--- src/rtl/pe_os_acc_pkg.sv ---
// Shared definitions for the output-stationary PE: FSM encoding and sizing helpers.
package pe_os_acc_pkg;

  typedef enum logic [1:0] {
    ST_IDLE  = 2'd0,
    ST_ACCUM = 2'd1,
    ST_DONE  = 2'd2,
    ST_FWD   = 2'd3
  } pe_state_e;

  // Drain counter holds 0..n-1 forwarded transfers; always at least one bit wide.
  function automatic int cnt_width(input int n);
    return (n < 2) ? 1 : $clog2(n);
  endfunction

endpackage

--- src/rtl/pe_os_acc_sat_acc.sv ---
// Registered signed accumulator with saturate/wrap selection and an overflow strobe.
module pe_sat_acc #(
  parameter int ACC_WIDTH = 40,
  parameter bit SATURATE  = 1'b1
) (
  input  logic                 clk,
  input  logic                 reset,
  input  logic                 en_i,
  input  logic                 load_i,
  input  logic [ACC_WIDTH-1:0] addend_i,
  output logic [ACC_WIDTH-1:0] acc_o,
  output logic                 ovf_o
);

  localparam logic signed [ACC_WIDTH-1:0] MAX_V = {1'b0, {(ACC_WIDTH-1){1'b1}}};
  localparam logic signed [ACC_WIDTH-1:0] MIN_V = {1'b1, {(ACC_WIDTH-1){1'b0}}};

  function automatic logic signed [ACC_WIDTH-1:0] clamp(input logic signed [ACC_WIDTH:0] s);
    if (SATURATE && (s[ACC_WIDTH] != s[ACC_WIDTH-1])) begin
      return s[ACC_WIDTH] ? MIN_V : MAX_V;
    end
    return s[ACC_WIDTH-1:0];
  endfunction

  logic signed [ACC_WIDTH-1:0] acc_q;
  logic signed [ACC_WIDTH:0]   base_p0;
  logic signed [ACC_WIDTH:0]   sum_p0;

  // One guard bit: a mismatch between the top two sum bits is a range overflow.
  assign base_p0 = load_i ? '0 : {acc_q[ACC_WIDTH-1], acc_q};
  assign sum_p0  = base_p0 + $signed({addend_i[ACC_WIDTH-1], addend_i});
  assign ovf_o   = en_i & (sum_p0[ACC_WIDTH] ^ sum_p0[ACC_WIDTH-1]);

  always_ff @(posedge clk) begin
    if (!reset) begin
      acc_q <= '0;
    end else if (en_i) begin
      acc_q <= clamp(sum_p0);
    end
  end

  assign acc_o = acc_q;

endmodule

--- src/rtl/pe_os_acc.sv ---
// Output-stationary systolic PE: local MAC accumulator, a/b forwarding and a column drain chain.
module pe_os_acc
  import pe_os_acc_pkg::*;
#(
  parameter int ACT_WIDTH = 16,
  parameter int WGT_WIDTH = 16,
  parameter int ACC_WIDTH = 40,
  parameter bit SATURATE  = 1'b1,
  parameter int ROW_IDX   = 0
) (
  input  logic                 clk,
  input  logic                 reset,
  input  logic [ACT_WIDTH-1:0] a_in,
  input  logic                 a_valid_in,
  input  logic [WGT_WIDTH-1:0] b_in,
  input  logic                 b_valid_in,
  input  logic                 acc_first,
  input  logic                 acc_last,
  output logic [ACT_WIDTH-1:0] a_out,
  output logic                 a_valid_out,
  output logic [WGT_WIDTH-1:0] b_out,
  output logic                 b_valid_out,
  input  logic [ACC_WIDTH-1:0] psum_in,
  input  logic                 psum_valid_in,
  output logic                 psum_ready_out,
  output logic [ACC_WIDTH-1:0] out_data,
  output logic                 out_valid,
  input  logic                 out_ready,
  output logic                 ovf_flag,
  output logic                 drop_flag
);

  localparam int               CNT_W    = cnt_width(ROW_IDX);
  localparam logic [CNT_W-1:0] CNT_LAST = CNT_W'((ROW_IDX > 0) ? ROW_IDX - 1 : 0);

  if (ACC_WIDTH < ACT_WIDTH + WGT_WIDTH) begin : g_width_chk
    $error("pe_os_acc: ACC_WIDTH must be >= ACT_WIDTH + WGT_WIDTH");
  end

  pe_state_e                   state_q;
  logic [CNT_W-1:0]            cnt_q;
  logic                        ovf_q;
  logic                        drop_q;
  logic signed [ACC_WIDTH-1:0] a_ext;
  logic signed [ACC_WIDTH-1:0] b_ext;
  logic signed [ACC_WIDTH-1:0] prod;
  logic [ACC_WIDTH-1:0]        acc;
  logic                        fire;
  logic                        accept;
  logic                        load;
  logic                        sum_ovf;

  // Operands widened first so the product is exact in the accumulator width.
  assign a_ext  = ACC_WIDTH'($signed(a_in));
  assign b_ext  = ACC_WIDTH'($signed(b_in));
  assign prod   = a_ext * b_ext;

  assign fire   = a_valid_in & b_valid_in;
  assign accept = fire & ((state_q == ST_IDLE) | (state_q == ST_ACCUM));
  assign load   = acc_first | (state_q == ST_IDLE);

  pe_sat_acc #(
    .ACC_WIDTH (ACC_WIDTH),
    .SATURATE  (SATURATE)
  ) u_acc (
    .clk      (clk),
    .reset    (reset),
    .en_i     (accept),
    .load_i   (load),
    .addend_i (prod),
    .acc_o    (acc),
    .ovf_o    (sum_ovf)
  );

  always_ff @(posedge clk) begin
    if (!reset) begin
      state_q     <= ST_IDLE;
      cnt_q       <= '0;
      ovf_q       <= 1'b0;
      drop_q      <= 1'b0;
      a_out       <= '0;
      a_valid_out <= 1'b0;
      b_out       <= '0;
      b_valid_out <= 1'b0;
    end else begin
      a_out       <= a_in;
      a_valid_out <= a_valid_in;
      b_out       <= b_in;
      b_valid_out <= b_valid_in;
      ovf_q       <= ovf_q | sum_ovf;
      drop_q      <= drop_q | (a_valid_in ^ b_valid_in) | (fire & ~accept);
      case (state_q)
        ST_IDLE, ST_ACCUM: begin
          if (accept) state_q <= acc_last ? ST_DONE : ST_ACCUM;
        end
        ST_DONE: begin
          if (out_ready) state_q <= (ROW_IDX > 0) ? ST_FWD : ST_IDLE;
        end
        ST_FWD: begin
          if (psum_valid_in && out_ready) begin
            if (cnt_q == CNT_LAST) begin
              state_q <= ST_IDLE;
              cnt_q   <= '0;
            end else begin
              cnt_q <= cnt_q + 1'b1;
            end
          end
        end
        default: state_q <= ST_IDLE;
      endcase
    end
  end

  // Upstream results pass straight through so the column drains at one word per cycle.
  always_comb begin
    out_valid      = 1'b0;
    out_data       = '0;
    psum_ready_out = 1'b0;
    case (state_q)
      ST_DONE: begin
        out_valid = 1'b1;
        out_data  = acc;
      end
      ST_FWD: begin
        out_valid      = psum_valid_in;
        out_data       = psum_in;
        psum_ready_out = out_ready;
      end
      default: ;
    endcase
  end

  assign ovf_flag  = ovf_q;
  assign drop_flag = drop_q;

endmodule

--- config.mk ---
export PLATFORM = sky130hd
export DESIGN_NAME = pe_os_acc
export DESIGN_NICKNAME = d
export VERILOG_FILES = /design/src/rtl/pe_os_acc_pkg.sv /design/src/rtl/pe_os_acc_sat_acc.sv /design/src/rtl/pe_os_acc.sv
export SDC_FILE = /design/constraint.sdc
export NUM_CORES = 1
export LEC_CHECK = 0
export CAP_MARGIN = 30
export CELL_PAD_IN_SITES_DETAIL_PLACEMENT = 1
export CELL_PAD_IN_SITES_GLOBAL_PLACEMENT = 1
export CORE_ASPECT_RATIO = 2
export CORE_MARGIN = 4
export CORE_UTILIZATION = 45
export DETAILED_ROUTE_END_ITERATION = 12
export PLACE_DENSITY = 0.91
export REMOVE_ABC_BUFFERS = 1
export SLEW_MARGIN = 20
export SYNTH_ARGS = -nofsm -noshare
export SYNTH_HDL_FRONTEND = slang
export SYNTH_SLANG_ARGS = --single-unit
--- constraint.sdc ---
create_clock -name clk -period 11.88 [get_ports clk]
set_input_delay 2.376 -clock clk [delete_from_list [all_inputs] [get_ports clk]]
set_output_delay 2.376 -clock clk [all_outputs]
set_load 0.005 [all_outputs]
==> run_results.csv <==
group,metric,value,unit
floorplanning,num_rows,99,
timing,period_needed,10.36,ns
synth,yosysTopAreaCell,"fa_1",
timing,setup_viol,0,
timing,timing.slew.headroom,0.338,
critical_path,cp_max_fo,42,
synth,synth_mux_area_frac,0.0258,
finish,drive_above_1_share,0.0359,
finish,layout_common_cells,"inv_1 (420), fa_1 (334), and2_1 (184), nand2_1 (159), clkdlybuf4s50_1 (156)",
floorplanning,start_util,0.456,
critical_path,cp.arrival,10.64,ns
critical_path,worstSetupStartpointType,"primary input",
floorplanning,io_pins,158,
min_path,hold_end,"ovf_flag",
critical_path,critPathMostFrequentCell,"fa_1",
critical_path,slowest_stage,"fa_1",
min_path,hold_depth,2,
critical_path,reg2reg_slack,4.59,ns
clocking,cts_max_path_buffers,2,
route,drc,0,
synth,yosys_warnings,0,
timing,grt_setup_unrepaired,"false",
critical_path,r2r-start,"state_q[1]",
clocking,ctsHoldBuffers,0,
clocking,insertion_delay,0.36,ns
timing,worst_slew_pin_slew,0.990,ns
synth,avgSynthCellArea,9.08,µm²
synth,synth_edf_count,0,
finish,fillers,4212,
clocking,path_clk_slew,0.07,ns
synth,synth_compound_area_frac,0.0776,
critical_path,ff2ff_path_depth,24,
floorplanning,core_area,36700,µm²
route,wl,55100,µm
synth,synthSimpleGateAreaFrac,0.151,
route,firstDrtPassIters,5,
timing,setup-tns-final,0,ns
synth,synth_top_family_by_area,"adder cells",
synth,synth.area.top_cells,"fa_1 (40%), inv_1 (9.4%), dfxtp_1 (9.3%)",
route,vias,13400,
synth,synth_xor_area_frac,0.0224,
synth,netlist_instances,1843,
critical_path,cp-end-kind,"register",
clocking,root_buffer,"clkbuf_16",
route,ant_nets,0,
grt,grt_overflow,0,
place,io_buffers,157,
grt,antenna_found_initial,0,
place,gp_congestion,0.918,
synth,netlist-cell-type-count,72,
floorplanning,die_w,144,µm
finish,antenna_cells,0,
synth,synth-seq-cells,78,
synth,synth-seq-area-share,0.0934,
clocking,clock-sinks,78,
synth,synthAdderAreaFrac,0.512,
critical_path,r2r_end,"u_acc.acc_o[20]",
grt,grtUsageTotal,0.278,
floorplanning,fp.dieH,281,µm
timing,hold_viol_final,0,
synth,synth_area,16700,µm²
synth,synthArstFlopShare,0,
status,status,"complete, no violations",
finish,final-seq-area,1560,µm²
run,maxCapViolations,0,
finish,syn_to_final_growth,13.3,%
timing,clock.fmax,0.0965,GHz
critical_path,crit_required,12.16,ns
route,routedWlPerCell,22.9,µm
critical_path,critPathMaxStageDelay,0.81,ns
grt,grt_pass1_wl,85800,µm
clocking,cts_buffers,9,
timing,drv_slew,0,
synth,synth_ff_type,"dfxtp_1",
critical_path,worstSetupPathType,"primary input to register",
place,dp_hpwl,45900,µm
critical_path,crit_start,"b_in[1]",
clocking,postCtsSetupBuffers,0,
clocking,h-tree-depth,3,
grt,grt_max_degree,74,
clocking,cts_resized,0,
finish,multi_input_area,13200,µm²
timing,finalClockSkew,0.00582,ns
clocking,cts_tree,"done",
timing,period_share,0.872,
grt,grt_pass1_vias,16200,
route,vias_per_cell,5.57,
min_path,min_path_type,"register to register",
synth,synth_top_area_frac,0.400,
route,dr.first_iter.drc_count,717,
finish,mostFrequentLayoutCell,"inv_1",
min_path,hp-start,"ovf_flag",
finish,fin_nets,2479,
floorplanning,dieArea,40500,µm²
[state kept, by name, indices dropped and copies added (netlist names)]
name	cells
u_acc.acc_o	40
ovf_flag	1
b_out	16
b_valid_out	1
drop_flag	1
a_out	16
a_valid_out	1
state_q	2
[layout make-up]
type,count,share of cell area
clock inverter,6,0.00376
multi-input combinational,1260,0.697
inverter,421,0.0834
tap,454,0.0300
timing repair buffer,176,0.0913
clock buffer,10,0.0121
sequential,78,0.0825
[metal layers]
| metal | share of wire | up-vias | global-route usage |
|---|---|---|---|
| met2 | 0.58 | 527 | 0.542 |
| met3 | 0.039 | 270 | 0.0359 |
| met4 | 0.082 | 0 | 0.202 |
| met5 | 0 | - | 0 |
| met1 | 0.30 | 6840 | 0.250 |
| li1 | - | 5750 | - |
[metrics by stage]
stage	instances	cell area [µm²]	hold slack (ns)	worst slack, ns	utilization
after detailed placement	2388	18600	0.475	1.19	0.508
after CTS	2404	18900	0.491	1.53	0.516
after floorplan	1759	16300	0.450	2.30	-
after global routing	2405	18900	0.516	1.08	0.517
after global placement	2388	18600	0.457	1.47	0.508
final	2405	18900	0.482	1.52	0.517
[synthesized netlist by cell type, drive strengths merged, types with 4 or more instances]
cell type  count
o21ai         61
a31oi          5
xor2          20
and2         186
buf           20
nor2b         46
a21o          24
a21oi         83
clkbuf        64
nor2          39
nand4          6
nand2        161
nor3           5
nand2b         9
ha           119
maj3          38
a211oi         6
xnor2         22
and3           6
nand3          9
fa           334
inv          420
dfxtp         78
o211ai         4
mux2i         42
[worst max-delay path: cells and delay by family]
family / cells / cell delay (ns)
buf+inv: 7 / 1.82
xor+xnor: 1 / 0.15
simple gates: 4 / 1.00
compound gates: 5 / 0.82
fa+ha+maj: 8 / 4.47
[cell families (layout without fill, tap and decap cells)]
logic type | Yosys count | in the layout
fa+ha+maj | 491 | 491
xor+xnor | 42 | 42
compound gates | 204 | 204
flops | 78 | 78
simple gates | 480 | 480
mux | 43 | 43
buf+inv | 505 | 613
[worst max path at each step]
stage                            endpoint  cells past startpoint
final                     u_acc.acc_o[20]                     25
after global routing      u_acc.acc_o[14]                     25
after CTS                 u_acc.acc_o[14]                     25
after detailed placement  u_acc.acc_o[14]                     25
after global placement    u_acc.acc_o[14]                     25
after floorplan           u_acc.acc_o[32]                     23
Power is left out: the tool's default activity adds up to more than one toggle a clock period on the data nets, which glitch-free logic cannot reach.
